$ cat config.mk
export PLATFORM = sky130hd
export DESIGN_NAME = branch_predictor
export DESIGN_NICKNAME = d
export VERILOG_FILES = /design/src/rtl/branch_predictor.sv
export SDC_FILE = /design/constraint.sdc
export NUM_CORES = 1
export LEC_CHECK = 0
export ABC_CLOCK_PERIOD_IN_PS = 10000
export BUFFER_PORTS_ARGS = -buffer_cell sky130_fd_sc_hd__buf_2
export CAP_MARGIN = 20
export CORE_ASPECT_RATIO = 0.5
export CORE_MARGIN = 2
export CORE_UTILIZATION = 40
export DETAILED_ROUTE_END_ITERATION = 8
export PLACE_DENSITY = 0.63
export REMOVE_ABC_BUFFERS = 1
export SETUP_SLACK_MARGIN = 0.5
export SYNTH_ARGS = -nofsm -noshare
export SYNTH_HDL_FRONTEND = slang
export SYNTH_SLANG_ARGS = --single-unit
$ cat constraint.sdc
create_clock -name clk_in -period 10 [get_ports clk_in]
set_input_delay 1.5 -clock clk_in [delete_from_list [all_inputs] [get_ports clk_in]]
set_output_delay 1.5 -clock clk_in [all_outputs]
set_load 0.05 [all_outputs]
$ cat src/rtl/branch_predictor.sv
// Next-PC generator: bimodal counter table for branches, JAL redirect, JALR stall-until-resolve.
module branch_predictor #(
    parameter int unsigned BHT_IDX_W = 6,
    parameter int unsigned CTR_W     = 2,
    parameter int unsigned CTR_INIT  = 2 ** (CTR_W - 1)
) (
    input  logic        clk_in,
    input  logic        rst_in,
    input  logic        rdy_in,
    input  logic        _br_rob,
    input  logic [31:0] _rob_new_pc,
    input  logic [31:0] _rob_imm,
    input  logic        _clear,
    input  logic [31:0] _inst_in,
    input  logic        _inst_ready_in,
    input  logic [31:0] _inst_addr,
    input  logic        _upd_valid,
    input  logic [31:0] _upd_pc,
    input  logic        _upd_taken,
    output logic        _stall,
    output logic [31:0] _next_pc,
    output logic        _pred_taken
);

    localparam int unsigned     BHT_DEPTH  = 1 << BHT_IDX_W;
    localparam logic [CTR_W-1:0] CTR_MAX    = '1;
    localparam logic [CTR_W-1:0] CTR_INIT_V = CTR_W'(CTR_INIT);
    localparam logic [6:0]       OP_BRANCH  = 7'b1100011;
    localparam logic [6:0]       OP_JAL     = 7'b1101111;
    localparam logic [6:0]       OP_JALR    = 7'b1100111;

    typedef enum logic {
        S_IDLE = 1'b0,
        S_WAIT = 1'b1
    } state_e;

    state_e               state_q;
    state_e               state_d;
    logic [CTR_W-1:0]     ctr_q [BHT_DEPTH];
    logic [CTR_W-1:0]     ctr_cur;
    logic [CTR_W-1:0]     ctr_d;
    logic [BHT_IDX_W-1:0] look_idx;
    logic [BHT_IDX_W-1:0] upd_idx;
    logic [6:0]           opcode;
    logic [31:0]          br_imm;
    logic [31:0]          jal_imm;
    logic                 is_br;
    logic                 is_jal;
    logic                 is_jalr;
    logic                 pred_msb;
    logic                 unused_upd_pc;

    // Instruction decode and table indexing
    assign opcode   = _inst_in[6:0];
    assign is_br    = (opcode == OP_BRANCH);
    assign is_jal   = (opcode == OP_JAL);
    assign is_jalr  = (opcode == OP_JALR);
    assign br_imm   = {{19{_inst_in[31]}}, _inst_in[31], _inst_in[7],
                       _inst_in[30:25], _inst_in[11:8], 1'b0};
    assign jal_imm  = {{11{_inst_in[31]}}, _inst_in[31], _inst_in[19:12],
                       _inst_in[20], _inst_in[30:21], 1'b0};
    assign look_idx = _inst_addr[BHT_IDX_W+1:2];
    assign upd_idx  = _upd_pc[BHT_IDX_W+1:2];
    assign pred_msb = ctr_q[look_idx][CTR_W-1];
    assign ctr_cur  = ctr_q[upd_idx];

    assign unused_upd_pc = ^{_upd_pc[31:BHT_IDX_W+2], _upd_pc[1:0]};

    // FSM next state and combinational fetch outputs
    always_comb begin
        state_d     = state_q;
        _next_pc    = _inst_addr + 32'd4;
        _pred_taken = 1'b0;
        _stall      = 1'b0;

        if (_inst_ready_in && is_br) begin
            _pred_taken = pred_msb;
        end

        if (_br_rob) begin
            _next_pc = _rob_new_pc + _rob_imm;
        end else if (state_q == S_WAIT) begin
            _next_pc = _inst_addr;
        end else if (!_inst_ready_in) begin
            _next_pc = _inst_addr;
        end else if (is_jal) begin
            _next_pc = _inst_addr + jal_imm;
        end else if (is_br && pred_msb) begin
            _next_pc = _inst_addr + br_imm;
        end

        _stall = !_br_rob && ((state_q == S_WAIT) || (_inst_ready_in && is_jalr));

        case (state_q)
            S_IDLE: begin
                if (_inst_ready_in && is_jalr && !_br_rob && !_clear) begin
                    state_d = S_WAIT;
                end
            end
            S_WAIT: begin
                if (_br_rob || _clear) begin
                    state_d = S_IDLE;
                end
            end
            default: state_d = S_IDLE;
        endcase
    end

    // Saturating increment/decrement of the committed branch's counter
    always_comb begin
        ctr_d = ctr_cur;
        if (_upd_taken) begin
            if (ctr_cur != CTR_MAX) begin
                ctr_d = ctr_cur + CTR_W'(1);
            end
        end else begin
            if (ctr_cur != '0) begin
                ctr_d = ctr_cur - CTR_W'(1);
            end
        end
    end

    // FSM state register
    always_ff @(posedge clk_in) begin
        if (!rst_in) begin
            state_q <= S_IDLE;
        end else if (rdy_in) begin
            state_q <= state_d;
        end
    end

    // Counter table: bulk reset, single-entry write per commit
    always_ff @(posedge clk_in) begin
        if (!rst_in) begin
            for (int unsigned i = 0; i < BHT_DEPTH; i++) begin
                ctr_q[i] <= CTR_INIT_V;
            end
        end else if (rdy_in && _upd_valid) begin
            ctr_q[upd_idx] <= ctr_d;
        end
    end

endmodule

==> out/metrics.yaml <==
detailed_routing:
  ant_nets: 0
  wirelength_mm: 39.63
  drt_iter0_markers: 988
  num_vias: 12310
  wl_per_cell_um: 19.16
  drc: 0
  via_per_inst: 5.953
  drtPass1Iterations: 5
yosys:
  yosys-top-cells-count: "216 x nand2_1, 142 x nor2_1, 128 x edfxtp_1"
  synthDistinctLibCells: 93
  netlist.area_leader.share_pct: 30.14
  avgSynthCellArea_um2: 8.391
  yosysWarnings: 0
  synth_most_common_cell: "nand2_1"
  synth_area_leaders: "edfxtp_1 30%, ha_1 7.4%, nand2_1 6.4%"
  yosysTopAreaCell: "edfxtp_1"
  synthCells: 1520
  synth_edf_count: 128
  synth_ff_type: "edfxtp_1"
  synthArstFlopShare_pct: 0
  yosysSeqAreaShare_pct: 30.29
  ys_ff_latch: 129
  netlist_area_um2: 12750
setup_path:
  cp_num_buf_inv: 2
  path_class: "input port to primary output"
  path_delay_family: "simple AND/OR/NAND/NOR gates"
  rrSetupSlack_ns: 6.98
  r2r_cells: 8
  cpMostUsedCell: "buf_2"
  end_kind: "primary output"
  crit_cells: 11
  cp_max_fo: 33
  cp.required_ns: 8.50
  path_cells: "buf_2 > mux4_2 > o22ai_1 > nor2_1 > nand4b_2 > nand2_4 > nor2_2 > a22oi_1 > a211o_1 > o21ai_1 > buf_2"
  cp_slowest_cell: "nor2_2"
  critPathLaunchType: "input port"
  rr_endpoint: "ctr_q[11][1]"
  cpPeakStageDelay_ns: 0.67
  crit_arrival_ns: 5.14
  r2r-start: "ctr_q[41][0]"
min_path:
  min_to: "state_q"
  hold_path_depth: 2
  hold_start: "state_q"
  hold_path.class: "register to register"
sta:
  holdWs_ns: 0.5281
  worst_slew_pin_slew_ns: 1.076
  fmax_mhz: 150.7
  fin_crit_sh_pct: 66.36
  finalSetupTns_ns: 0
  slew_headroom_pct: 28.18
  slew_violations: 0
  fin_ws_ns: 3.364
  final-hold-violation-count: 0
  final.min_clock_period_ns: 6.636
  setup_viol: 0
  rsz0062_at_grt: "no"
  skew_ns: 0.006662
final_layout:
  fin_nets: 1868
  final_layout_size_suffix_gt1_share_pct: 17.74
  fin_area_um2: 14330
  fin_util_pct: 45.44
  area_growth_pct: 12.37
placement:
  preCtsSetupSlack_ns: 3.425
  hpwl_mm: 28.91
  dpl_cell_area_um2: 13730
  port_buffers: 175
  place_congestion: 0.9852
clocking:
  cts.reportedPaths.clkPinSlew_ns: 0.05
  cts_repair_resize_count: 0
  cts_setup_buffers: 0
  clock_path_buffers: 2
  cts.sinks: 129
  clk_latency_ns: 0.41
  cts_made_buffers: 17
  cts-root-buf: "clkbuf_16"
  htreeDepth: 4
  hold_buffers: 0
  cts_tree: "done"
pwr:
  leakage_nw: 5.432
  combPwrFrac_pct: 32.2
  seqPwrFrac_pct: 33.2
  power_switching_mw: 0.6200
  p_int_mw: 1.220
  p_per_area_nw_per_um2: 128.4
  sw_frac_of_total_pct: 33.69
  vdd_ir_drop_max_uv: 90.23
  clockPowerShare_pct: 34.6
global_routing:
  grt_pass1_vias: 11530
  grt_use_total_pct: 23.22
  antenna_found_initial: 1
  grt_overflow_total: 0
  grt_max_degree: 55
  grt_pass1_wl_mm: 61.20
floorplanning:
  initial_utilization_pct: 40.44
  core_area_um2: 31540
  ios: 202
  die-area_um2: 33420
  die_h_um: 130.3
  die_w_um: 256.5
  row_count: 46
outcome:
  outcome: "finished clean"
run:
  maxCapViolations: 0
[flip-flops by register name, indices dropped and copies added (netlist names)]
register and count:
ctr_q 128, state_q 1
[final cells by class]
type | instances | area, um^2
antenna | 1 | 2.502
clock buffer | 20 | 436.7
multi-input combinational | 1244 | 8163
inverter | 34 | 127.6
fill | 3198 | 17210
sequential | 129 | 3864
clock inverter | 12 | 165.2
tap | 432 | 540.5
timing repair buffer | 196 | 1033
[worst min-delay path: cells and delay by family (launching register included)]
kind / cells / cell delay (ns)
AOI/OAI and AO/OA: 1 / 0.06
and+or+nand+nor: 1 / 0.08
DFF: 1 / 0.34
[worst max-delay path by stage]
stage              startpoint      endpoint  slack, ns
2_1_floorplan  _rob_new_pc[3]  _next_pc[25]       3.93
3_3_place_gp    _inst_addr[3]   _next_pc[5]       3.41
3_5_place_dp    _inst_addr[3]   _next_pc[5]       3.43
4_1_cts         _inst_addr[3]   _next_pc[5]       3.42
5_1_grt         _inst_addr[3]   _next_pc[5]       3.15
6_report        _inst_addr[3]   _next_pc[5]       3.36
[cell families (layout without fill, tap and decap cells)]
logic type               count (synthesis)  count (layout)  share of synthesized area [%]
AO/OA/AOI/OAI                          445             445                          23.86
XOR/XNOR                                73              73                          5.013
adder cells (fa/ha/maj)                 80              80                          8.005
buffers and inverters                  147             262                          5.915
flip-flops                             129             129                          30.29
multiplexers                            26              26                          3.620
other                                    0               1                              0
AND/OR/NAND/NOR                        620             620                          23.30
[power groups by stage]
stage	combinational [mW]	sequential (mW)	clock, mW
finish	0.593	0.611	0.636
CTS	0.591	0.611	0.639
global route	0.645	0.612	0.659
global placement	0.587	0.621	0
detailed placement	0.588	0.622	0
floorplan	0.404	0.619	0
[layout by cell type (no fill, tap or decap), types with 17 or more instances in the layout]
master / netlist / routed
a22oi_1: 74 / 74
nand3_1: 100 / 100
xnor2_1: 43 / 43
buf_2: 18 / 175
ha_1: 75 / 75
a21o_1: 25 / 25
nor2_1: 142 / 142
xor2_1: 30 / 30
a211oi_1: 17 / 17
clkbuf_16: 0 / 17
inv_1: 34 / 34
nand4_1: 35 / 35
nand2_1: 216 / 216
a21oi_1: 90 / 90
buf_4: 8 / 21
o21ai_1: 33 / 33
o21ai_0: 57 / 57
nor3_1: 19 / 18
o22ai_1: 20 / 20
edfxtp_1: 128 / 128
[per-stage QoR]
| stage | total power [mW] | std cells |
|---|---|---|
| floorplan | 1.023 | 1407 |
| global placement | 1.208 | 2035 |
| detailed placement | 1.210 | 2035 |
| CTS | 1.840 | 2067 |
| global route | 1.916 | 2068 |
| finish | 1.840 | 2068 |
[per-layer routing]
metal	vias up	routed length, um	track usage [%]
met5	-	0	0
met4	0	1613	10.33
met3	87	2446	3.302
met2	460	19360	41.75
met1	5825	16210	28.10
li1	5938	-	-
Note: power is estimated with default switching activity, not from simulation.
